===== src/rtl/demux_tdm_pkg.sv =====
// Shared constants, FSM state type and slot-offset helper for the 1:4 TDM demultiplexer.
package demux_tdm_pkg;

   localparam int SLOT_COUNT = 4;
   localparam int SEL_W      = 2;

   typedef enum logic {
      ST_HUNT = 1'b0,
      ST_RUN  = 1'b1
   } state_e;

   function automatic int slot_lsb(input int k, input int width);
      return k * width;
   endfunction

endpackage


===== src/rtl/demux_1_4_tdm_if.sv =====
// Stream, frame and status signals of demux_1_4_tdm. The optional parity pins exist only
// when DEMUX_PARITY_EN is defined.
interface demux_1_4_tdm_if
   import demux_tdm_pkg::*;
#(
   parameter int WIDTH = 8
) ();

   // valid_in qualifies d_in and sync_in; there is no backpressure, so every word presented
   // with valid_in=1 is consumed at that rising edge. frame_valid_out marks y_out as new.
   logic [WIDTH-1:0]            d_in;
   logic                        valid_in;
   logic                        sync_in;
   logic                        clr_err_in;
   logic [SLOT_COUNT*WIDTH-1:0] y_out;
   logic                        frame_valid_out;
   logic [SEL_W-1:0]            sel_out;
   logic                        locked_out;
   logic                        err_out;
`ifdef DEMUX_PARITY_EN
   logic                        parity_in;
   logic                        parity_err_out;
`endif

   modport master (
      output d_in, valid_in, sync_in, clr_err_in,
`ifdef DEMUX_PARITY_EN
      output parity_in,
      input  parity_err_out,
`endif
      input  y_out, frame_valid_out, sel_out, locked_out, err_out
   );

   modport slave (
      input  d_in, valid_in, sync_in, clr_err_in,
`ifdef DEMUX_PARITY_EN
      input  parity_in,
      output parity_err_out,
`endif
      output y_out, frame_valid_out, sel_out, locked_out, err_out
   );

endinterface


===== src/rtl/demux_1_4_tdm_slot_counter.sv =====
// Mod-4 slot select counter: clear beats load-to-1, which beats increment.
module tdm_slot_counter
   import demux_tdm_pkg::*;
(
   input  logic             clk_in,
   input  logic             rst_in,
   input  logic             en_in,
   input  logic             load1_in,
   input  logic             clr_in,
   output logic [SEL_W-1:0] cnt_out,
   output logic             term_out
);

   logic [SEL_W-1:0] cnt_q, cnt_d;

   always_comb begin
      cnt_d = cnt_q;
      if (clr_in)        cnt_d = '0;
      else if (load1_in) cnt_d = SEL_W'(1);
      else if (en_in)    cnt_d = cnt_q + SEL_W'(1);
   end

   always_ff @(posedge clk_in or posedge rst_in) begin
      if (rst_in) cnt_q <= '0;
      else        cnt_q <= cnt_d;
   end

   assign cnt_out  = cnt_q;
   assign term_out = (cnt_q == SEL_W'(SLOT_COUNT - 1));

endmodule


===== src/rtl/demux_1_4_tdm.sv =====
// Time-division 1:4 demultiplexer: locks on a sync-marked slot-0 word and emits one parallel
// frame per four accepted words. DEMUX_PARITY_EN adds per-word even-parity checking.
module demux_1_4_tdm
   import demux_tdm_pkg::*;
#(
   parameter int WIDTH      = 8,
   parameter bit SYNC_EVERY = 1'b0
) (
   input  logic             clk_in,
   input  logic             rst_in,
   demux_1_4_tdm_if.slave   bus
);

   state_e                      state_q, state_d;
   logic [WIDTH-1:0]            shadow_q [0:SLOT_COUNT-2];
   logic [WIDTH-1:0]            shadow_d [0:SLOT_COUNT-2];
   logic [SLOT_COUNT*WIDTH-1:0] y_q, y_d;
   logic                        fv_q, fv_d;
   logic                        err_q, err_d, err_event;
   logic                        wr_last;
   logic                        cnt_en, cnt_load1, cnt_clr;
   logic [SEL_W-1:0]            sel;
   logic                        sel_term;

   tdm_slot_counter u_slot_counter (
      .clk_in   (clk_in),
      .rst_in   (rst_in),
      .en_in    (cnt_en),
      .load1_in (cnt_load1),
      .clr_in   (cnt_clr),
      .cnt_out  (sel),
      .term_out (sel_term)
   );

   always_comb begin
      state_d   = state_q;
      shadow_d  = shadow_q;
      y_d       = y_q;
      err_event = 1'b0;
      wr_last   = 1'b0;
      cnt_en    = 1'b0;
      cnt_load1 = 1'b0;
      cnt_clr   = 1'b0;
      case (state_q)
         ST_HUNT: begin
            if (bus.valid_in && bus.sync_in) begin
               shadow_d[0] = bus.d_in;
               cnt_load1   = 1'b1;
               state_d     = ST_RUN;
            end
         end
         default: begin
            if (bus.valid_in) begin
               // A sync mid-frame restarts the frame at slot 0; the partial frame is dropped.
               if (bus.sync_in && sel != '0) begin
                  err_event   = 1'b1;
                  shadow_d[0] = bus.d_in;
                  cnt_load1   = 1'b1;
               end else if (SYNC_EVERY && sel == '0 && !bus.sync_in) begin
                  err_event = 1'b1;
                  cnt_clr   = 1'b1;
                  state_d   = ST_HUNT;
               end else begin
                  cnt_en = 1'b1;
                  if (sel_term) begin
                     wr_last = 1'b1;
                     for (int k = 0; k < SLOT_COUNT - 1; k++)
                        y_d[slot_lsb(k, WIDTH) +: WIDTH] = shadow_q[k];
                     y_d[slot_lsb(SLOT_COUNT - 1, WIDTH) +: WIDTH] = bus.d_in;
                  end else begin
                     for (int k = 0; k < SLOT_COUNT - 1; k++)
                        if (sel == SEL_W'(k)) shadow_d[k] = bus.d_in;
                  end
               end
            end
         end
      endcase
      // A new error in the same cycle as a clear leaves the flag set.
      err_d = (bus.clr_err_in ? 1'b0 : err_q) | err_event;
   end

`ifdef DEMUX_PARITY_EN
   logic par_bad, par_chk, frame_bad_q, frame_bad_d, perr_q, perr_d;

   always_comb begin
      par_bad     = (^bus.d_in) != bus.parity_in;
      par_chk     = bus.valid_in && (state_q == ST_RUN || bus.sync_in);
      frame_bad_d = frame_bad_q;
      if (par_chk)
         frame_bad_d = (bus.sync_in || sel == '0) ? par_bad : (frame_bad_q | par_bad);
      fv_d   = wr_last && !(frame_bad_q || par_bad);
      perr_d = (bus.clr_err_in ? 1'b0 : perr_q) | (par_chk & par_bad);
   end

   always_ff @(posedge clk_in or posedge rst_in) begin
      if (rst_in) begin
         frame_bad_q <= 1'b0;
         perr_q      <= 1'b0;
      end else begin
         frame_bad_q <= frame_bad_d;
         perr_q      <= perr_d;
      end
   end

   assign bus.parity_err_out = perr_q;
`else
   assign fv_d = wr_last;
`endif

   always_ff @(posedge clk_in or posedge rst_in) begin
      if (rst_in) begin
         state_q  <= ST_HUNT;
         shadow_q <= '{default: '0};
         y_q      <= '0;
         fv_q     <= 1'b0;
         err_q    <= 1'b0;
      end else begin
         state_q  <= state_d;
         shadow_q <= shadow_d;
         y_q      <= y_d;
         fv_q     <= fv_d;
         err_q    <= err_d;
      end
   end

   assign bus.y_out           = y_q;
   assign bus.frame_valid_out = fv_q;
   assign bus.sel_out         = sel;
   assign bus.locked_out      = (state_q == ST_RUN);
   assign bus.err_out         = err_q;

endmodule


===== src/flat_wrapper.sv =====
// flat-port wrapper written by rule: the top's interface ports become plain ports
module demux_1_4_tdm_flat import demux_tdm_pkg::*;
#(
   parameter int WIDTH      = 8,
   parameter bit SYNC_EVERY = 1'b0
)
  (clk_in, rst_in, bus_d_in, bus_valid_in, bus_sync_in, bus_clr_err_in, bus_y_out, bus_frame_valid_out, bus_sel_out, bus_locked_out, bus_err_out);
  demux_1_4_tdm_if #(.WIDTH(WIDTH)) bus_i ();
  input  logic clk_in;
  input  logic rst_in;
  input wire logic [$bits(bus_i.d_in)-1:0] bus_d_in;
  input wire logic [$bits(bus_i.valid_in)-1:0] bus_valid_in;
  input wire logic [$bits(bus_i.sync_in)-1:0] bus_sync_in;
  input wire logic [$bits(bus_i.clr_err_in)-1:0] bus_clr_err_in;
  output wire logic [$bits(bus_i.y_out)-1:0] bus_y_out;
  output wire logic [$bits(bus_i.frame_valid_out)-1:0] bus_frame_valid_out;
  output wire logic [$bits(bus_i.sel_out)-1:0] bus_sel_out;
  output wire logic [$bits(bus_i.locked_out)-1:0] bus_locked_out;
  output wire logic [$bits(bus_i.err_out)-1:0] bus_err_out;
  assign bus_i.d_in = bus_d_in;
  assign bus_i.valid_in = bus_valid_in;
  assign bus_i.sync_in = bus_sync_in;
  assign bus_i.clr_err_in = bus_clr_err_in;
  assign bus_y_out = bus_i.y_out;
  assign bus_frame_valid_out = bus_i.frame_valid_out;
  assign bus_sel_out = bus_i.sel_out;
  assign bus_locked_out = bus_i.locked_out;
  assign bus_err_out = bus_i.err_out;
  demux_1_4_tdm #(.WIDTH(WIDTH), .SYNC_EVERY(SYNC_EVERY)) u_core (.clk_in(clk_in), .rst_in(rst_in), .bus(bus_i));
endmodule

===== config.mk =====
export PLATFORM = sky130hd
export DESIGN_NAME = demux_1_4_tdm_flat
export DESIGN_NICKNAME = d
export VERILOG_FILES = /design/src/rtl/demux_tdm_pkg.sv /design/src/rtl/demux_1_4_tdm_if.sv /design/src/rtl/demux_1_4_tdm_slot_counter.sv /design/src/rtl/demux_1_4_tdm.sv /design/src/flat_wrapper.sv
export SDC_FILE = /design/constraint.sdc
export NUM_CORES = 1
export LEC_CHECK = 0
export ABC_CLOCK_PERIOD_IN_PS = 3250
export BUFFER_PORTS_ARGS = -buffer_cell sky130_fd_sc_hd__buf_4
export CORE_UTILIZATION = 55
export DETAILED_ROUTE_END_ITERATION = 8
export PLACE_DENSITY_LB_ADDON = 0.12
export SYNTH_ARGS = -nofsm -noshare
export SYNTH_HDL_FRONTEND = slang
export SYNTH_SLANG_ARGS = --single-unit

===== constraint.sdc =====
create_clock -name clk_in -period 3.25 [get_ports clk_in]
set_input_delay 0.4875 -clock clk_in [delete_from_list [all_inputs] [get_ports clk_in]]
set_output_delay 0.4875 -clock clk_in [all_outputs]
set_load 0.01 [all_outputs]

==> flow_summary_export.csv, run 1 <==
group,metric,value,unit
clock_tree,cts_tree,"built",
sta,period_needed,2.231,ns
synthesis,post_synth_num_cell_types,22,
power,internal_power,2.107,mW
layout,fin_util,0.7370,
synthesis,post_synth_mux_area_share,0.2262,
floorplanning,rows,23,
setup_path,worst_path_max_delay_cell,"nor4b_4",
power,power.net_switching,0.8988,mW
detailed_routing,drt-wirelength-per-cell,16.89,um
sta,timing.max_slew.rel_slack,0.2326,
grt,number_of_global_route_vias_before_repair,1485,
sta,layout_setup_ws,1.019,ns
floorplanning,fp.dieW,67.92,um
synthesis,synth_compound_area_frac,0.05393,
sta,layout_worst_path_cycle_share,0.6863,
synthesis,postSynthAreaPerCell,16.15,um2
setup_path,timing.critical_path.cells,"inv_1 -> ha_1 -> and2b_4 -> nor4b_4 -> mux2_2",
synthesis,synth.largest_area_cell,"dfrtp_1",
power,max_ir_drop_vdd,0.6134,mV
place,gp_congestion,0.7738,
grt,overall_global_routing_resource_usage,0.2205,
power,seq_power_share,0.438,
layout,finalNonFillerCells,262,
power,comb_power_share,0.347,
layout,final_nets,225,
synthesis,synth_commonest_cells,"61 x dfrtp_1, 48 x mux2_2, 8 x a22o_1",
place,dp.cells,246,
clock_tree,post_cts_resize_count,0,
synthesis,postSynth.asyncResetShare,1.000,
place,placement.io_buffers,49,
detailed_routing,drt_first_pass_iters,4,
clock_tree,clock_tree.root_cell,"clkbuf_8",
clock_tree,path_clk_slew,0.07,ns
sta,final.hold.worst_slack,0.3425,ns
setup_path,timing.critical_path.required,3.46,ns
grt,global_route_wire_length_before_repair,7.100,mm
synthesis,synth_fa_ha_area_frac,0.02618,
detailed_routing,number_of_drc_violations_after_detailed_routing_iteration_0,70,
grt,grt_remaining_overflow,0,
clock_tree,cts_hold_buffers,0,
detailed_routing,drtAntennaViolNets,0,
synthesis,synth_top_family_by_area,"multiplexers",
place,dpl_worst_slack,1.019,ns
clock_tree,cts_inserted_buffers,9,
power,clock_power_share,0.215,
status,run_status,"finished, final reports clean",
sta,timing.final.max_slew_violations,0,
power,power.total,3.006,mW
power,power-per-cell-area,998.0,nW/um2
detailed_routing,post-route-drc-count,0,
power,p_sw_frac,0.2990,
sta,grt_setup_unrepaired,"no",
sta,fin_worst_skew,0.008246,ns
grt,initial_antenna_violation_count,0,
synthesis,synthDominantCellAreaShare,0.6387,
setup_path,worst_setup_path_start_kind,"flip-flop",
synthesis,post_synth_main_area_contributors,"dfrtp_1 64%, mux2_2 23%, a22o_1 2.9%",
grt,pin_count_of_the_biggest_net_entering_global_routing,59,
clock_tree,cts_sinks,61,
synthesis,mappedNetlistNets,166,
synthesis,synthesis.area,2390,um2
synthesis,synth_seq_cells,61,
floorplanning,fp.dieH,67.92,um
clock_tree,clock_tree.buffer_depth,2,
setup_path,cp.arrival,2.44,ns
place,hpwlAfterDp,2.989,mm
synthesis,proportion_of_synthesized_chip_area_in_sequential_cells,0.6387,
synthesis,synth-simple-area-share,0.04084,
worst_hold_path,min-delay-path-class,"in2reg",
layout,syn_to_final_growth,26.02,%
sta,worstMarginPinSlew,1.149,ns
synthesis,synth-xor-area-share,0,
layout,diodes,0,
setup_path,timing.critical_path.slowest_cell_delay,0.65,ns
floorplanning,effective_utilization_at_floorplan,0.5848,
floorplanning,design.core.area,4086,um2
floorplanning,die_area,4612,um2
clock_tree,insertion_delay,0.32,ns
setup_path,critPathCaptureType,"flip-flop",
layout,cell_area_after_layout,3012,um2
sta,setup_viol,0,
synthesis,top_flip_flop_cell_by_instance_count_after_synthesis,"dfrtp_1",
detailed_routing,routed-via-count,1411,
clock_tree,cts_post_setup_buffers_inserted,0,
layout,post_route_cells_drive_above_1_share,0.5613,
detailed_routing,detail_route.wirelength,4.424,mm
clock_tree,clock_tree.htree_level_count,3,
setup_path,path_class,"reg2reg",
synthesis,synth-warning-count,0,
synthesis,synth.most_common_cell,"dfrtp_1",
setup_path,crit_path_max_fanout,8,
place,post_detailed_placement_cell_area,2820,um2
sta,max_clock_freq,0.4483,GHz
detailed_routing,route.detailed.vias_per_inst,5.385,
floorplanning,num_io_pins,50,
sta,timing_hold_violations_final,0,
sta,timing.setup.tns,0,ns
power,power.static_leakage,1.458,nW
synthesis,synth-edff-count,0,
job,max_cap_viol_count,0,
synthesis,number_of_instances_in_the_synthesized_netlist,148,
[worst max-delay path: cells and delay by family, from the launching register on]
kind                     cells  cell delay, ns
multiplexers                 1            0.41
adder cells (fa/ha/maj)      1            0.22
flip-flops                   1            0.47
buffers and inverters        1            0.13
AND/OR/NAND/NOR              2            0.88
[state kept, by name (all words and copies together) (netlist names)]
register and cells:
u_core.shadow_q 24, u_core.bus.y_out 32, u_core.u_slot_counter.cnt_out 2, u_core.bus.frame_valid_out 1, u_core.bus.err_out 1, u_core.bus.locked_out 1
[cells in the final DEF, fill, tap and decap left out, drive strengths merged, types with 2 or more instances in the layout]
cell type	Yosys	routed
dfrtp	61	61
inv	5	5
buf	3	51
clkinv	0	4
mux2	48	48
o21ai	4	4
clkbuf	0	11
ha	5	5
nor4b	2	2
a22o	8	8
[layout make-up]
class | count | area, um2
clock buffers | 11 | 141.4
clock inverters | 5 | 50.05
fillers | 269 | 1075
inverters | 5 | 18.77
multi-input cells | 79 | 829.5
flip-flops and latches | 61 | 1526
well taps | 50 | 62.56
repair buffers | 51 | 382.9
[kinds of logic after synthesis]
group                    count (synthesis)
multiplexers                            48
AND/OR/NAND/NOR                          9
adder cells (fa/ha/maj)                  5
AO/OA/AOI/OAI                           17
buffers and inverters                    8
flip-flops                              61
[per-layer routing]
layer,track usage,share of wire
met5,0,0
met4,0.09896,0.012
met3,0.07667,0.050
met2,0.3564,0.50
met1,0.2662,0.43
[power by group through the flow]
stage / clock network, mW / logic, mW / registers (mW)
2_1_floorplan: 0 / 0.514 / 1.38
3_3_place_gp: 0 / 1.01 / 1.30
3_5_place_dp: 0 / 1.06 / 1.33
4_1_cts: 0.659 / 1.06 / 1.32
5_1_grt: 0.694 / 1.13 / 1.36
6_report: 0.646 / 1.04 / 1.32
[final timing paths]
kind,startpoint,end,slack (ns),cells past startpoint
setup reg to reg,u_core.u_slot_counter.cnt_out[0],u_core.shadow_q[13],1.02,5
hold / removal,bus_clr_err_in,u_core.bus.err_out,0.34,2
max in group asynchronous,rst_in,u_core.bus.y_out[21],2.06,3
hold reg to reg,u_core.shadow_q[2],u_core.bus.y_out[18],0.50,1
min in group asynchronous,rst_in,u_core.shadow_q[16],0.47,2
setup / recovery,u_core.u_slot_counter.cnt_out[0],u_core.shadow_q[13],1.02,5
Power figures use the tool's default switching activity.
==> run 2, diff against run 1 <==
- ABC_CLOCK_PERIOD_IN_PS: 3250 -> 2000
- CORE_UTILIZATION: 55 -> 48
- clock period: 3.25 -> 2 ns (I/O delays scaled with it)
==> run 2 against run 1 <==
- via count grew 2.8%
- non-clock buffer count rose by 7
- total power rose by 59%
- wire length rose by 4.8%
- utilization shrank 9.4 points
- sequential power increased by 61%
- hold slack got worse by 0.19 ns
- clock skew shrank 0.0011 ns
- worst setup slack got worse by 0.86 ns
- cell count up 8.8%
- die area increased by 14%
- critical path type unchanged
- largest power group unchanged
==> flow_summary_export.csv, run 2 (synthesis gave the netlist of run 1 again) <==
group,metric,value,unit
status,run_status,"finished, final reports clean",
grt,grt_remaining_overflow,0,
grt,pin_count_of_the_biggest_net_entering_global_routing,29,
layout,mostFrequentLayoutCell,"dfrtp_1",
clock_tree,clock_tree.htree_level_count,3,
detailed_routing,post-route-drc-count,0,
worst_hold_path,timing.hold.worst_path_depth,2,
clock_tree,path_clk_slew,0.07,ns
place,hpwlAfterDp,3.272,mm
place,gp_congestion,0.8894,
floorplanning,fp.dieH,72.56,um
place,placement.io_buffers,49,
sta,fin_worst_skew,0.007182,ns
power,max_ir_drop_vdd,0.8836,mV
clock_tree,cts_sinks,61,
floorplanning,fp.dieW,72.56,um
power,power.static_leakage,1.472,nW
clock_tree,insertion_delay,0.32,ns
setup_path,critical-path-top-delay-family,"simple AND/OR/NAND/NOR gates",
setup_path,path_class,"reg2reg",
setup_path,path_buf_inv,2,
setup_path,rrSetupSlack,0.16,ns
sta,setup_viol,0,
setup_path,crit_path_max_fanout,8,
clock_tree,cts_post_setup_buffers_inserted,0,
layout,syn_to_final_growth,27.85,%
detailed_routing,drt_first_pass_iters,3,
worst_hold_path,min_to,"u_core.bus.err_out",
sta,grt_setup_unrepaired,"no",
floorplanning,effective_utilization_at_floorplan,0.5026,
detailed_routing,route.detailed.vias_per_inst,5.088,
sta,worstMarginPinSlew,0.7160,ns
sta,period_needed,1.840,ns
power,power-per-cell-area,1565,nW/um2
detailed_routing,detail_route.wirelength,4.637,mm
layout,largest_register_ff_count,32,
setup_path,worst_path_max_delay_cell,"dfrtp_1",
clock_tree,post_cts_resize_count,0,
sta,timing.setup.tns,0,ns
floorplanning,rows,25,
grt,initial_antenna_violation_count,0,
floorplanning,design.core.area,4755,um2
layout,final_nets,232,
layout,fin_util,0.6426,
sta,layout_worst_path_cycle_share,0.9202,
setup_path,cells_on_worst_reg2reg_path,6,
sta,timing.max_slew.rel_slack,0.5195,
setup_path,timing.critical_path.cells,"inv_1 -> ha_1 -> and2b_4 -> nor4b_4 -> buf_4 -> mux2_2",
layout,post_route_cells_drive_above_1_share,0.5596,
setup_path,cp.arrival,2.04,ns
sta,timing.final.max_slew_violations,0,
setup_path,critPathCaptureType,"flip-flop",
worst_hold_path,min-delay-path-class,"in2reg",
grt,number_of_global_route_vias_before_repair,1550,
job,max_cap_viol_count,0,
clock_tree,cts_inserted_buffers,9,
clock_tree,clock_tree.buffer_depth,2,
sta,max_clock_freq,0.5434,GHz
layout,final_cell_mix,"61 x dfrtp_1, 57 x buf_4, 48 x mux2_2, 10 x clkbuf_8, 8 x a22o_1",
setup_path,r2r_end,"u_core.shadow_q[5]",
setup_path,worst_setup_path_start_kind,"flip-flop",
floorplanning,num_io_pins,50,
worst_hold_path,hold_path_startpoint,"bus_clr_err_in",
clock_tree,cts_tree,"built",
detailed_routing,drtAntennaViolNets,0,
layout,diodes,0,
setup_path,timing.critical_path.required,2.20,ns
grt,overall_global_routing_resource_usage,0.2034,
grt,global_route_wire_length_before_repair,7.576,mm
floorplanning,die_area,5265,um2
detailed_routing,number_of_drc_violations_after_detailed_routing_iteration_0,55,
detailed_routing,drt-wirelength-per-cell,16.27,um
setup_path,timing.critical_path.slowest_cell_delay,0.39,ns
power,power.total,4.781,mW
sta,timing_hold_violations_final,0,
detailed_routing,routed-via-count,1450,
setup_path,worstReg2RegStart,"u_core.u_slot_counter.cnt_out[0]",
clock_tree,clock_tree.root_cell,"clkbuf_8",
-- run 2: cell type report --
type                       instances  area, um2
sequential                        61       1526
tap                               67      83.83
clock inverter                     2      10.01
clock buffer                      13      148.9
multi-input combinational         79      829.5
inverter                           5      18.77
fill                             377       1699
timing repair buffer              58      437.9
-- run 2: power breakdown --
part / switching [mW] / internal, mW / total [mW]
Combinational: 0.711 / 1.05 / 1.76
Clock: 0.429 / 0.474 / 0.903
Sequential: 0.305 / 1.81 / 2.12
-- run 2: how the worst max path moves through the flow --
stage | from | endpoint | slack, ns | depth (start not counted)
2_1_floorplan | u_core.u_slot_counter.cnt_out[0] | u_core.shadow_q[0] | 0.11 | 5
3_3_place_gp | u_core.u_slot_counter.cnt_out[0] | u_core.shadow_q[21] | 0.22 | 5
3_5_place_dp | u_core.u_slot_counter.cnt_out[0] | u_core.shadow_q[5] | 0.17 | 6
4_1_cts | u_core.u_slot_counter.cnt_out[0] | u_core.shadow_q[5] | 0.15 | 6
5_1_grt | u_core.u_slot_counter.cnt_out[0] | u_core.shadow_q[21] | 0.03 | 5
6_report | u_core.u_slot_counter.cnt_out[0] | u_core.shadow_q[5] | 0.16 | 6
-- run 2: per-stage QoR --
| step | hold slack, ns | setup WS, ns | instances | area [um2] |
|---|---|---|---|---|
| 2_1_floorplan | 0.3990 | 0.1122 | 148 | 2390 |
| 5_1_grt | 0.1506 | 0.02854 | 285 | 3055 |
| 3_5_place_dp | 0.3078 | 0.1739 | 269 | 2887 |
| 6_report | 0.1562 | 0.1597 | 285 | 3055 |
| 4_1_cts | 0.1406 | 0.1481 | 285 | 3055 |
| 3_3_place_gp | 0.2989 | 0.2151 | 269 | 2887 |
-- run 2: timing repair --
item / 4_1_cts / 5_1_grt
setup endpoints to repair: 0 / 0
hold buffers: 1 / 0
endpoints found under the hold margin: 16 / 0
-- run 2: per-layer routing --
layer | wire (um) | global-route usage | share of wire | vias up
li1 | - | - | - | 670
met1 | 1951 | 0.2418 | 0.42 | 741
met2 | 2437 | 0.3364 | 0.53 | 32
met3 | 175 | 0.06806 | 0.038 | 7
met4 | 74 | 0.09150 | 0.016 | 0
met5 | 0 | 0 | 0 | -
==> run 3, diff against run 2 <==
- SYNTH_HIERARCHICAL: default -> 1
==> run 3 against run 2 <==
- sequential power decreased by 11%
- worst setup slack better by 0.056 ns
- non-clock buffer count down 5
- clock power up 17%
- highest routed layer unchanged
- largest cell class unchanged
- global-route usage fell by 2.2 points
==> flow_summary_export.csv, run 3 <==
group,metric,value,unit
sta,layout_worst_path_cycle_share,0.8919,
layout,final_nets,221,
floorplanning,num_io_pins,50,
place,placement.io_buffers,49,
sta,timing_hold_violations_final,0,
clock_tree,cts_inserted_buffers,9,
clock_tree,post_cts_resize_count,0,
setup_path,timing.critical_path.required,2.21,ns
grt,pin_count_of_the_biggest_net_entering_global_routing,36,
sta,timing.max_slew.rel_slack,0.6437,
synthesis,synth.largest_area_cell,"dfrtp_1",
grt,global_route_wire_length_before_repair,6.755,mm
synthesis,synthesis.area,2355,um2
synthesis,synth_commonest_cells,"61 x dfrtp_1, 56 x mux2_2, 5 x inv_1",
clock_tree,clock_tree.buffer_depth,2,
clock_tree,path_clk_slew,0.07,ns
clock_tree,cts_post_setup_buffers_inserted,0,
detailed_routing,routed-via-count,1357,
setup_path,critPathCaptureType,"flip-flop",
floorplanning,die_area,5190,um2
place,gp_congestion,0.7341,
detailed_routing,post-route-drc-count,0,
place,hpwlAfterDp,2.941,mm
synthesis,number_of_instances_in_the_synthesized_netlist,145,
clock_tree,clock_tree.htree_level_count,3,
synthesis,synth_fa_ha_area_frac,0.005313,
sta,final.hold.worst_slack,0.1593,ns
synthesis,top_flip_flop_cell_by_instance_count_after_synthesis,"dfrtp_1",
synthesis,synth-edff-count,0,
synthesis,synth_seq_cells,61,
floorplanning,fp.dieH,72.04,um
synthesis,postSynthAreaPerCell,16.24,um2
sta,fin_worst_skew,0.007949,ns
grt,overall_global_routing_resource_usage,0.1812,
status,run_status,"finished, final reports clean",
detailed_routing,number_of_drc_violations_after_detailed_routing_iteration_0,43,
synthesis,post_synth_num_cell_types,21,
synthesis,synth.most_common_cell,"dfrtp_1",
power,power-per-cell-area,1319,nW/um2
grt,initial_antenna_violation_count,0,
setup_path,worst_setup_path_startpoint,"u_core/u_slot_counter/cnt_out[0]",
floorplanning,effective_utilization_at_floorplan,0.4985,
clock_tree,cts_sinks,61,
synthesis,post_synth_mux_area_share,0.2779,
setup_path,worstReg2RegStart,"u_core/u_slot_counter/cnt_out[0]",
floorplanning,fp.dieW,72.04,um
detailed_routing,drtAntennaViolNets,0,
power,power.static_leakage,1.550,nW
clock_tree,cts_tree,"built",
clock_tree,insertion_delay,0.32,ns
synthesis,postSynth.asyncResetShare,1.000,
worst_hold_path,hold_path_startpoint,"bus_clr_err_in",
sta,timing.final.max_slew_violations,0,
synthesis,synthDominantCellAreaShare,0.6482,
setup_path,cp.arrival,1.99,ns
sta,timing.setup.tns,0,ns
setup_path,crit_path_max_fanout,8,
detailed_routing,drt-wirelength-per-cell,15.05,um
floorplanning,rows,25,
sta,max_clock_freq,0.5606,GHz
grt,number_of_global_route_vias_before_repair,1376,
layout,post_route_cells_drive_above_1_share,0.6066,
synthesis,synth_compound_area_frac,0.008502,
grt,grt_remaining_overflow,0,
detailed_routing,detail_route.wirelength,4.185,mm
synthesis,synth_top_family_by_area,"multiplexers",
job,max_cap_viol_count,0,
layout,largest_register_ff_count,32,
layout,mostFrequentLayoutCell,"dfrtp_1",
sta,period_needed,1.784,ns
worst_hold_path,min-delay-path-class,"in2reg",
synthesis,proportion_of_synthesized_chip_area_in_sequential_cells,0.6482,
sta,grt_setup_unrepaired,"no",
synthesis,synth-xor-area-share,0.003719,
layout,syn_to_final_growth,29.33,%
synthesis,synth-warning-count,6,
power,max_ir_drop_vdd,0.7414,mV
setup_path,path_class,"reg2reg",
detailed_routing,drt_first_pass_iters,4,
synthesis,post_synth_main_area_contributors,"dfrtp_1 65%, mux2_2 27%, nand3b_2 0.96%",
layout,final_cell_mix,"61 x dfrtp_1, 56 x mux2_2, 50 x buf_4, 11 x clkbuf_8, 4 x inv_1",
floorplanning,design.core.area,4723,um2
setup_path,worst_setup_path_start_kind,"flip-flop",
sta,setup_viol,0,
synthesis,synth-simple-area-share,0.04038,
detailed_routing,route.detailed.vias_per_inst,4.881,
layout,diodes,0,
clock_tree,clock_tree.root_cell,"clkbuf_8",
sta,worstMarginPinSlew,0.5337,ns
run 3: cell count changes after synthesis, sizes merged, moves of 2 or more:
cell	change
mux2i	+2
mux2	+8
nand3b	+2
ha	-4
o21ai	-3
a22o	-8
nor4b	-2
run 3: timing repair:
item                                   CTS  global route
setup endpoints to repair                0             0
hold buffers                             1             0
endpoints found under the hold margin    2             0
run 3: per-stage QoR:
step	setup slack [ns]	cell area [um2]	utilization	power (mW)	std cells
floorplan	0.2437	2359	-	2.451	146
global placement	0.2523	2843	0.6019	2.945	262
detailed placement	0.1928	2843	0.6019	3.006	262
CTS	0.1831	3045	0.6448	4.083	278
global route	0.1368	3045	0.6448	4.245	278
finish	0.2162	3045	0.6448	4.017	278
run 3: critical path: stages (launching register included):
cell	delay [ns]
dfrtp_1	0.47
ha_1	0.28
and4bb_2	0.34
nand3b_2	0.23
mux2_2	0.35
run 3: path summary, 6_finish.rpt:
path	endpoint	slack, ns	cells past startpoint
hold reg to reg	u_core/shadow_q[1]	0.50	1
setup reg to reg	u_core/shadow_q[5]	0.22	4
max in group asynchronous	u_core/shadow_q[5]	0.84	4
setup / recovery	u_core/shadow_q[5]	0.22	4
min in group asynchronous	u_core/u_slot_counter/cnt_out[1]	0.40	3
hold / removal	u_core/bus.err_out	0.16	2
run 3: layout make-up:
class	instances	area, um2
Clock buffer	14	162.7
Tap cell	67	83.83
Timing Repair Buffer	53	425.4
Clock inverter	1	30.03
Fill cell	360	1678
Multi-Input combinational cell	77	798.3
Inverter	5	18.77
Sequential cell	61	1526
run 3: power by group:
group	switching (mW)	internal (mW)
logic	0.404	0.670
registers	0.220	1.67
clock network	0.420	0.639
total	1.04	2.97
run 3: cell families (layout without fill, tap and decap cells):
logic type	after synthesis	after routing
DFF	61	61
muxes	58	58
and+or+nand+nor	12	12
buffers and inverters	8	73
AOI/OAI and AO/OA	3	3
adders and majority gates	1	1
other	1	2
xor gates and xnor gates	1	1
run 3: per-layer routing:
layer	track usage	up-vias	share of wire
met4	0.08279	0	0.018
met1	0.2331	687	0.45
met3	0.06806	7	0.039
met5	0	-	0
met2	0.2746	28	0.49
li1	-	635	-
